### src/rtl/tpiu_trace_tx.sv
// Continuous-mode TPIU trace transmitter: packs (ID, byte) pairs into 16-byte frames
// and drives them one nibble per clock, with full and halfword synchronization.
module tpiu_trace_tx #(
  parameter int pFSYNC_FRAMES = 32
) (
  input  logic       trace_clk,
  input  logic       reset,
  input  logic [7:0] I_data,
  input  logic [6:0] I_id,
  input  logic       I_valid,
  output logic       O_ready,
  output logic [3:0] O_trace_data,
  output logic       O_frame_start,
  output logic       O_sync
);

  localparam int            CW       = (pFSYNC_FRAMES > 0) ? $clog2(pFSYNC_FRAMES + 1) : 1;
  localparam logic [CW-1:0] FSYNC_N  = CW'(pFSYNC_FRAMES);
  localparam bit            FSYNC_EN = (pFSYNC_FRAMES > 0);

  typedef enum logic [1:0] {
    ST_FSYNC = 2'd0,
    ST_HSYNC = 2'd1,
    ST_FRAME = 2'd2
  } state_t;

  state_t        state_q, state_d;
  logic [4:0]    idx_q, idx_d;
  logic [CW-1:0] cnt_q, cnt_d;
  logic [3:0]    trace_q, trace_d;
  logic          fs_q, fs_d;
  logic          sync_q, sync_d;
  logic [1:0]    n_q, n_d;
  logic [6:0]    b0_id_q, b0_id_d, b1_id_q, b1_id_d;
  logic [7:0]    b0_dat_q, b0_dat_d, b1_dat_q, b1_dat_d;
  logic [6:0]    cur_q, cur_d;
  logic [7:0]    aux_q, aux_d;
  logic [7:0]    odd_q, odd_d;
  logic [3:0]    hold_q, hold_d;

  logic       seg_last, fsync_enter, even_pt, slot14, have0, full, id_ok, push;
  logic [1:0] consume, m;
  logic [7:0] dec_byte, dec_odd;
  logic       dec_aux;
  logic [1:0] dec_consume;
  logic [6:0] dec_cur;

  // Handshake: a byte transfers on any edge where I_valid and O_ready are both high;
  // O_ready depends only on registered occupancy, so it never reacts to I_valid.
  assign O_ready       = (n_q != 2'd2);
  assign O_trace_data  = trace_q;
  assign O_frame_start = fs_q;
  assign O_sync        = sync_q;

  always_ff @(posedge trace_clk or posedge reset) begin
    if (reset) begin
      state_q  <= ST_FSYNC;
      idx_q    <= 5'd0;
      cnt_q    <= '0;
      trace_q  <= 4'h0;
      fs_q     <= 1'b0;
      sync_q   <= 1'b0;
      n_q      <= 2'd0;
      b0_id_q  <= 7'd0;
      b0_dat_q <= 8'd0;
      b1_id_q  <= 7'd0;
      b1_dat_q <= 8'd0;
      cur_q    <= 7'd0;
      aux_q    <= 8'd0;
      odd_q    <= 8'd0;
      hold_q   <= 4'd0;
    end else begin
      state_q  <= state_d;
      idx_q    <= idx_d;
      cnt_q    <= cnt_d;
      trace_q  <= trace_d;
      fs_q     <= fs_d;
      sync_q   <= sync_d;
      n_q      <= n_d;
      b0_id_q  <= b0_id_d;
      b0_dat_q <= b0_dat_d;
      b1_id_q  <= b1_id_d;
      b1_dat_q <= b1_dat_d;
      cur_q    <= cur_d;
      aux_q    <= aux_d;
      odd_q    <= odd_d;
      hold_q   <= hold_d;
    end
  end

  // Next state: boundary priority is full sync, then halfword sync when empty, then frame.
  always_comb begin
    state_d     = state_q;
    idx_d       = idx_q + 5'd1;
    cnt_d       = cnt_q;
    fsync_enter = 1'b0;
    seg_last    = ((state_q == ST_FSYNC) && (idx_q == 5'd7)) ||
                  ((state_q == ST_HSYNC) && (idx_q == 5'd3)) ||
                  ((state_q == ST_FRAME) && (idx_q == 5'd31));
    if (seg_last) begin
      idx_d = 5'd0;
      if (FSYNC_EN && (cnt_q == FSYNC_N)) begin
        state_d     = ST_FSYNC;
        cnt_d       = '0;
        fsync_enter = 1'b1;
      end else if (n_q == 2'd0) begin
        state_d = ST_HSYNC;
      end else begin
        state_d = ST_FRAME;
        if (FSYNC_EN) cnt_d = cnt_q + 1'b1;
      end
    end
  end

  // Slot decision; the default covers the empty-buffer padding case.
  always_comb begin
    slot14      = (idx_q[4:2] == 3'd7);
    have0       = (n_q != 2'd0);
    full        = (n_q == 2'd2);
    dec_byte    = (cur_q == 7'd0) ? 8'h00 : 8'h01;
    dec_aux     = 1'b0;
    dec_odd     = 8'h00;
    dec_consume = 2'd0;
    dec_cur     = 7'd0;
    if (!slot14) begin
      if (have0 && (b0_id_q != cur_q)) begin
        dec_byte = {b0_id_q, 1'b1};
        dec_odd = b0_dat_q;
        dec_consume = 2'd1;
        dec_cur = b0_id_q;
      end else if (full && (b1_id_q == cur_q)) begin
        dec_byte = {b0_dat_q[7:1], 1'b0};
        dec_aux = b0_dat_q[0];
        dec_odd = b1_dat_q;
        dec_consume = 2'd2;
        dec_cur = cur_q;
      end else if (full) begin
        dec_byte = {b1_id_q, 1'b1};
        dec_aux = 1'b1;
        dec_odd = b0_dat_q;
        dec_consume = 2'd1;
        dec_cur = b1_id_q;
      end else if (have0) begin
        dec_byte = 8'h01;
        dec_aux = 1'b1;
        dec_odd = b0_dat_q;
        dec_consume = 2'd1;
        dec_cur = 7'd0;
      end
    end else begin
      if (have0 && (b0_id_q == cur_q)) begin
        dec_byte = {b0_dat_q[7:1], 1'b0};
        dec_aux = b0_dat_q[0];
        dec_consume = 2'd1;
        dec_cur = cur_q;
      end else if (have0) begin
        dec_byte = {b0_id_q, 1'b1};
        dec_cur = b0_id_q;
      end
    end
  end

  // Output nibble and frame datapath.
  always_comb begin
    trace_d = 4'h0;
    fs_d    = 1'b0;
    sync_d  = 1'b0;
    hold_d  = hold_q;
    odd_d   = odd_q;
    aux_d   = aux_q;
    even_pt = (state_q == ST_FRAME) && (idx_q[1:0] == 2'b00);
    consume = even_pt ? dec_consume : 2'd0;
    cur_d   = fsync_enter ? 7'd0 : (even_pt ? dec_cur : cur_q);
    case (state_q)
      ST_FSYNC: begin
        trace_d = (idx_q == 5'd7) ? 4'h7 : 4'hF;
        sync_d  = 1'b1;
      end
      ST_HSYNC: begin
        trace_d = (idx_q == 5'd3) ? 4'h7 : 4'hF;
        sync_d  = 1'b1;
      end
      ST_FRAME: begin
        fs_d = (idx_q == 5'd0);
        if (idx_q[0]) begin
          trace_d = hold_q;
        end else if (idx_q == 5'd30) begin
          trace_d = aux_q[3:0];
          hold_d  = aux_q[7:4];
        end else if (idx_q[1]) begin
          trace_d = odd_q[3:0];
          hold_d  = odd_q[7:4];
        end else begin
          trace_d = dec_byte[3:0];
          hold_d  = dec_byte[7:4];
          odd_d   = dec_odd;
          aux_d   = (idx_q == 5'd0) ? 8'h00 : aux_q;
          aux_d[idx_q[4:2]] = dec_aux;
        end
      end
      default: ;
    endcase
  end

  // Input buffer: consume first, then append; reserved IDs are accepted but dropped.
  always_comb begin
    id_ok    = (I_id != 7'd0) && (I_id[6:4] != 3'b111);
    push     = I_valid && O_ready && id_ok;
    b0_id_d  = b0_id_q;
    b0_dat_d = b0_dat_q;
    b1_id_d  = b1_id_q;
    b1_dat_d = b1_dat_q;
    case (consume)
      2'd1: begin
        b0_id_d  = b1_id_q;
        b0_dat_d = b1_dat_q;
        m        = n_q - 2'd1;
      end
      2'd2:    m = 2'd0;
      default: m = n_q;
    endcase
    if (push) begin
      if (m == 2'd0) begin
        b0_id_d  = I_id;
        b0_dat_d = I_data;
      end else begin
        b1_id_d  = I_id;
        b1_dat_d = I_data;
      end
    end
    n_d = m + {1'b0, push};
  end

endmodule

### config.mk
export PLATFORM = sky130hd
export DESIGN_NAME = tpiu_trace_tx
export DESIGN_NICKNAME = d
export VERILOG_FILES = /design/src/rtl/tpiu_trace_tx.sv
export SDC_FILE = /design/constraint.sdc
export NUM_CORES = 1
export LEC_CHECK = 0
export ABC_AREA = 1
export BUFFER_PORTS_ARGS = -buffer_cell sky130_fd_sc_hd__buf_2
export CORE_MARGIN = 2
export CORE_UTILIZATION = 55
export DETAILED_ROUTE_END_ITERATION = 8
export GPL_TIMING_DRIVEN = 0
export HOLD_SLACK_MARGIN = 0.12
export PLACE_DENSITY = 0.73
export RECOVER_POWER = 50
export SLEW_MARGIN = 5
export SYNTH_ARGS = -nofsm -noshare
export SYNTH_HDL_FRONTEND = slang
export SYNTH_SLANG_ARGS = --single-unit
### constraint.sdc
create_clock -name trace_clk -period 7.1 [get_ports trace_clk]
set_input_delay 1.42 -clock trace_clk [delete_from_list [all_inputs] [get_ports trace_clk]]
set_output_delay 1.42 -clock trace_clk [all_outputs]
set_load 0.02 [all_outputs]
==> flow_summary.ini, run 1 <==
[outcome]
status = complete, but fails checks
violations = max-capacitance violations, max-slew violations

[routing]
drtIter0Drc = 340
route.vias.total = 4259
drt_wl_total_mm = 11.8
dr.pass1.iters = 5
ant_nets = 0
route.detailed.drc = 0
routedWlPerCell_um = 15.7
viasPerCell = 5.64

[clocking]
cts_buffers = 9
clk_latency_ns = 0.36
path_clk_slew_ns = 0.09
clock-sinks = 78
hold_buffers = 0
cts_resized = 0
cts_tree = built
htreeDepth = 3
root_buffer = clkbuf_8
cts_max_path_buffers = 2
post-cts-setup-buffer-count = 0

[job]
drv_cap = 1

[worst_setup_path]
cp_slowest_cell = clkbuf_1
cp-end-kind = async pin
reg2reg_slack_ns = 3.51
worst-path-buf-inv = 3
cpPeakStageDelay_ns = 2.00
required_ns = 6.97
r2r_cells = 21
r2r-start = n_q[0]
path_cells = buf_2, clkinvlp_2, clkbuf_1
path_class = input pin to async pin
critPathLaunch = reset
worstPathArrival_ns = 4.20
cp_max_fo = 53
startpoint_type = input pin
timing.rr.end = b0_id_q[4]
crit_path_end = b0_dat_q[7]
cpLargestDelayFamily = buffers and inverters
cp_num_cells = 3

[synth]
syn_area_um2 = 4650
syn_nets = 637
synth_top_area_cell = dfrtp_1
muxShareOfSynthArea_pct = 0.215
synth_flop_cell = dfrtp_1
synth_most_common_cell = nand2_1
synthAdderAreaFrac_pct = 2.69
yosysUniqueCellTypes = 43
synth_xor_area_share_pct = 1.32
synth_top_area_share_pct = 42.0
synth-simple-area-share_pct = 25.4
synth_seq_area_share_pct = 42.0
synth_top_family_by_area = simple AND/OR/NAND/NOR gates
async_flop_share_pct = 100
syn_inst = 609
synth_enable_flop_cells = 0
synth.avg_cell_area_um2 = 7.63
synth_compound_area_share_pct = 17.9
ys_top_cells_by_area = dfrtp_1 (42%), nand2_1 (14%), o21ai_0 (7.3%)
yosys-top-cells-count = nand2_1 (174), inv_1 (80), dfrtp_1 (78)
ys_warn_count = 0
yosys_register_bits = 78

[sta]
finalHoldViolations = 0
fin_ws_ns = 2.77
slew_headroom_pct = -83.4
setup_viol = 0
min_period_ns = 4.33
tightestPinTransition_ns = 2.75
timing.hold.ws_ns = 0.494
clock_skew_ns = 0.0112
max_freq_ghz = 0.231
rsz0062_at_grt = no
fin_setup_tns_ns = 0
fin_crit_sh_pct = 61.0
drv_slew = 54

[placed_design]
dpl_worst_slack_ns = 3.56
portBuffers = 24
place_congestion = 0.922
place_area_um2 = 4930
dp_hpwl_mm = 8.93

[floorplan]
rows = 33
start_util_pct = 56.6
core_area_um2 = 8220
die_w_um = 95.9
die_h_um = 95.9
io_pins = 25
dieArea_um2 = 9200

[grt]
grt_pass1_wl_mm = 19.9
grt.total_usage_pct = 28.4
grt_overflow = 0
grt_pass1_vias = 4034
antenna_found_initial = 0
grt_max_degree = 54

[cells_and_area]
n_antenna_cell = 0
drive_above_1_share_pct = 12.6
fillers = 771
fin_area_um2 = 5100
nets = 673
area_delta_synth_final_pct = 9.66

[worst_hold_path]
hold_depth = 2
hold_class = flop to flop

[power]
total_power_mw = 2.02
power_density_nw_per_um2 = 397
p_leak_nw = 2.58
max-vdd-ir-drop_v = 0.000297
==> cell type report <==
class | count | area (µm²) | area share (%)
inverters | 93 | 369 | 7.24
repair buffers | 25 | 124 | 2.43
flip-flops and latches | 78 | 1950 | 38.3
well taps | 105 | 131 | 2.58
clock inverters | 7 | 80.1 | 1.57
plain buffers | 18 | 113 | 2.21
clock buffers | 9 | 124 | 2.43
multi-input cells | 420 | 2200 | 43.2
==> metrics by stage <==
| stage | utilization [%] | std cells |
|---|---|---|
| 2_1_floorplan | - | 609 |
| 3_3_place_gp | 59.6 | 738 |
| 3_5_place_dp | 60.0 | 739 |
| 4_1_cts | 62.5 | 755 |
| 5_1_grt | 62.0 | 755 |
| 6_report | 62.0 | 755 |
==> state kept, by name, indices dropped and copies added, names as in the netlist, 2 cells and up <==
register and count:
b1_dat_q 8, cnt_q 6, odd_q 8, b0_id_q 7, b0_dat_q 8, idx_q 5
b1_id_q 7, O_trace_data 4, state_q 2, cur_q 7, n_q 2, aux_q 8
hold_q 4
==> power breakdown <==
part	internal [mW]	switching (mW)
Combinational	0.302	0.569
Sequential	0.625	0.177
Clock	0.167	0.184
==> kinds of logic after synthesis <==
group	Yosys count
compound gates	141
xor+xnor	7
fa+ha+maj	10
buf+inv	111
flops	78
mux	1
simple gates	261
==> cell usage in the layout, fill, tap and decap left out, drive strengths merged, types with 2 or more instances in the layout <==
| cell type | netlist | layout |
|---|---|---|
| nor3 | 9 | 9 |
| clkinv | 1 | 3 |
| a22oi | 10 | 10 |
| bufinv | 1 | 2 |
| xor2 | 5 | 5 |
| nand4 | 2 | 2 |
| clkinvlp | 0 | 2 |
| o32ai | 2 | 2 |
| nand2 | 179 | 179 |
| clkbuf | 10 | 21 |
| dfrtp | 78 | 78 |
| a21oi | 22 | 22 |
| o21ai | 79 | 79 |
| o22ai | 10 | 10 |
| xnor2 | 2 | 2 |
| nand3 | 35 | 35 |
| o211ai | 14 | 14 |
| ha | 10 | 10 |
| nor2 | 34 | 34 |
| buf | 8 | 31 |
| inv | 91 | 93 |
==> how the worst min path moves through the flow <==
stage | endpoint | start | slack (ns)
finish | aux_q[2] | aux_q[2] | 0.49
global route | aux_q[1] | aux_q[1] | 0.52
global placement | aux_q[2] | aux_q[2] | 0.46
detailed placement | aux_q[2] | aux_q[2] | 0.47
floorplan | aux_q[2] | aux_q[2] | 0.44
CTS | aux_q[2] | aux_q[2] | 0.49
==> layer usage <==
layer	wire length (µm)	vias to the layer above	GRT usage [%]	part of all wire, %
li1	-	2068	-	-
met1	5600	1991	42.0	47
met2	5140	173	42.4	43
met3	814	27	4.23	6.9
met4	267	0	10.4	2.3
met5	0	-	0	0
==> worst reg2reg max path: cells and delay by family, from the launching register on <==
kind            cells  cell delay [ns]
buf+inv             5             0.85
compound gates      6             1.14
fa+ha+maj           2             0.46
flops               1             0.37
simple gates        8             0.71
Note: power is estimated with default switching activity, not from simulation.
==> inputs of run 2 (changes only) <==
==> constraint.sdc (replaced) <==
create_clock -name trace_clk -period 4.15 [get_ports trace_clk]
set_input_delay 0.83 -clock trace_clk [delete_from_list [all_inputs] [get_ports trace_clk]]
set_output_delay 0.83 -clock trace_clk [all_outputs]
set_load 0.02 [all_outputs]
==> flow_summary.ini, run 2 (same netlist as run 1, synthesis figures left out) <==
[outcome]
status = complete, but fails checks
violations = max-capacitance violations, max-slew violations

[power]
max-vdd-ir-drop_v = 0.000507
p_int_mw = 1.87
p_clk_share_pct = 17.4
power_frac_seq_pct = 39.6
switching_share_pct = 46.0
total_power_mw = 3.47
p_leak_nw = 2.59
power_density_nw_per_um2 = 678
power.switching_mw = 1.59
combPwrFrac_pct = 43.0

[placed_design]
dp_hpwl_mm = 8.93
portBuffers = 24
place_congestion = 0.922
dpl_worst_slack_ns = 0.607
place_area_um2 = 4930
dp.cells = 739

[floorplan]
core_area_um2 = 8220
io_pins = 25
die_h_um = 95.9
die_w_um = 95.9
start_util_pct = 56.6
rows = 33
dieArea_um2 = 9200

[worst_setup_path]
cp_max_fo = 10
required_ns = 4.43
path_class = flop to flop
worstPathArrival_ns = 3.87
startpoint_type = flop
cp-end-kind = flop

[worst_hold_path]
hold_class = flop to flop

[routing]
routedWlPerCell_um = 15.7
route.vias.total = 4267
ant_nets = 0
dr.pass1.iters = 6
viasPerCell = 5.65
route.detailed.drc = 0
drt_wl_total_mm = 11.9
drtIter0Drc = 340

[cells_and_area]
mostFrequentLayoutCell = nand2_1
drive_above_1_share_pct = 12.6
nets = 673
stdcell_count = 755
fin_area_um2 = 5110
final_util_pct = 62.2
area_delta_synth_final_pct = 9.91
final_cell_mix = nand2_1 (174), inv_1 (79), dfrtp_1 (78), o21ai_0 (68), nand3_1 (34)
n_antenna_cell = 0

[grt]
antenna_found_initial = 0
grt_overflow = 0
grt_max_degree = 54
grt.total_usage_pct = 28.4
grt_pass1_vias = 4034
grt_pass1_wl_mm = 19.9

[clocking]
htreeDepth = 3
hold_buffers = 0
cts_max_path_buffers = 2
cts_resized = 0
clock-sinks = 78
post-cts-setup-buffer-count = 0
root_buffer = clkbuf_8
cts_tree = built
path_clk_slew_ns = 0.09
cts_buffers = 9
clk_latency_ns = 0.36

[sta]
max_freq_ghz = 0.278
setup_viol = 0
fin_ws_ns = 0.556
finalHoldViolations = 0
timing.hold.ws_ns = 0.497
drv_slew = 54
fin_crit_sh_pct = 86.6
fin_setup_tns_ns = 0
slew_headroom_pct = -51.0
min_period_ns = 3.59
rsz0062_at_grt = no
clock_skew_ns = 0.0118
tightestPinTransition_ns = 2.26

[job]
drv_cap = 1
run 2: cell types whose count changed in the layout (fill, tap and decap cells not counted), sizes merged:
cell / previous run / this run
buf: 31 / 30
dlymetal6s2s: 0 / 1
run 2: layout make-up:
cell class | count | area [µm²]
Fill cell | 766 | 3110
Clock buffer | 9 | 124
Buffer | 18 | 113
Timing Repair Buffer | 25 | 131
Sequential cell | 78 | 1950
Inverter | 93 | 369
Tap cell | 105 | 131
Multi-Input combinational cell | 420 | 2210
Clock inverter | 7 | 80.1
run 2: critical path, stage by stage (launching register included):
cell and delay (ns):
dfrtp_1 0.37, inv_1 0.07, ha_1 0.19, buf_4 0.17, inv_2 0.15, a21oi_1 0.06
nand2_1 0.11, nor2_4 0.05, nand2_4 0.13, nor2_8 0.08, a21oi_2 0.33, nand2_1 0.09
a21oi_1 0.17, ha_1 0.27, inv_1 0.08, nand2_1 0.06, o21ai_0 0.30, nor2_1 0.09
nand2_1 0.10, clkbuf_1 0.38, o211ai_1 0.17, o21ai_0 0.11
run 2: path summary, 6_finish.rpt:
path / from / end / slack, ns / cells after the start
min: aux_q[2] / aux_q[2] / 0.50 / 2
max: n_q[0] / b0_id_q[4] / 0.56 / 21
max reg2reg: n_q[0] / b0_id_q[4] / 0.56 / 21
min in group asynchronous: reset / cur_q[6] / 0.66 / 2
max in group asynchronous: reset / b0_dat_q[7] / 0.81 / 3
min reg2reg: aux_q[2] / aux_q[2] / 0.50 / 2
run 2: power by group through the flow:
stage          logic [mW]  registers, mW  clock network [mW]
6_report             1.49           1.37               0.603
3_5_place_dp         1.47           1.37                   0
3_3_place_gp         1.44           1.36                   0
4_1_cts              1.48           1.36               0.604
5_1_grt              1.70           1.41               0.645
2_1_floorplan        1.11           1.30                   0
run 2: metal layers:
| metal | vias to the layer above | global-route usage [%] | part of all wire [%] |
|---|---|---|---|
| li1 | 2066 | - | - |
| met2 | 173 | 42.4 | 44 |
| met4 | 0 | 10.4 | 2.0 |
| met5 | - | 0 | 0 |
| met1 | 1999 | 42.0 | 47 |
| met3 | 29 | 4.23 | 7.4 |
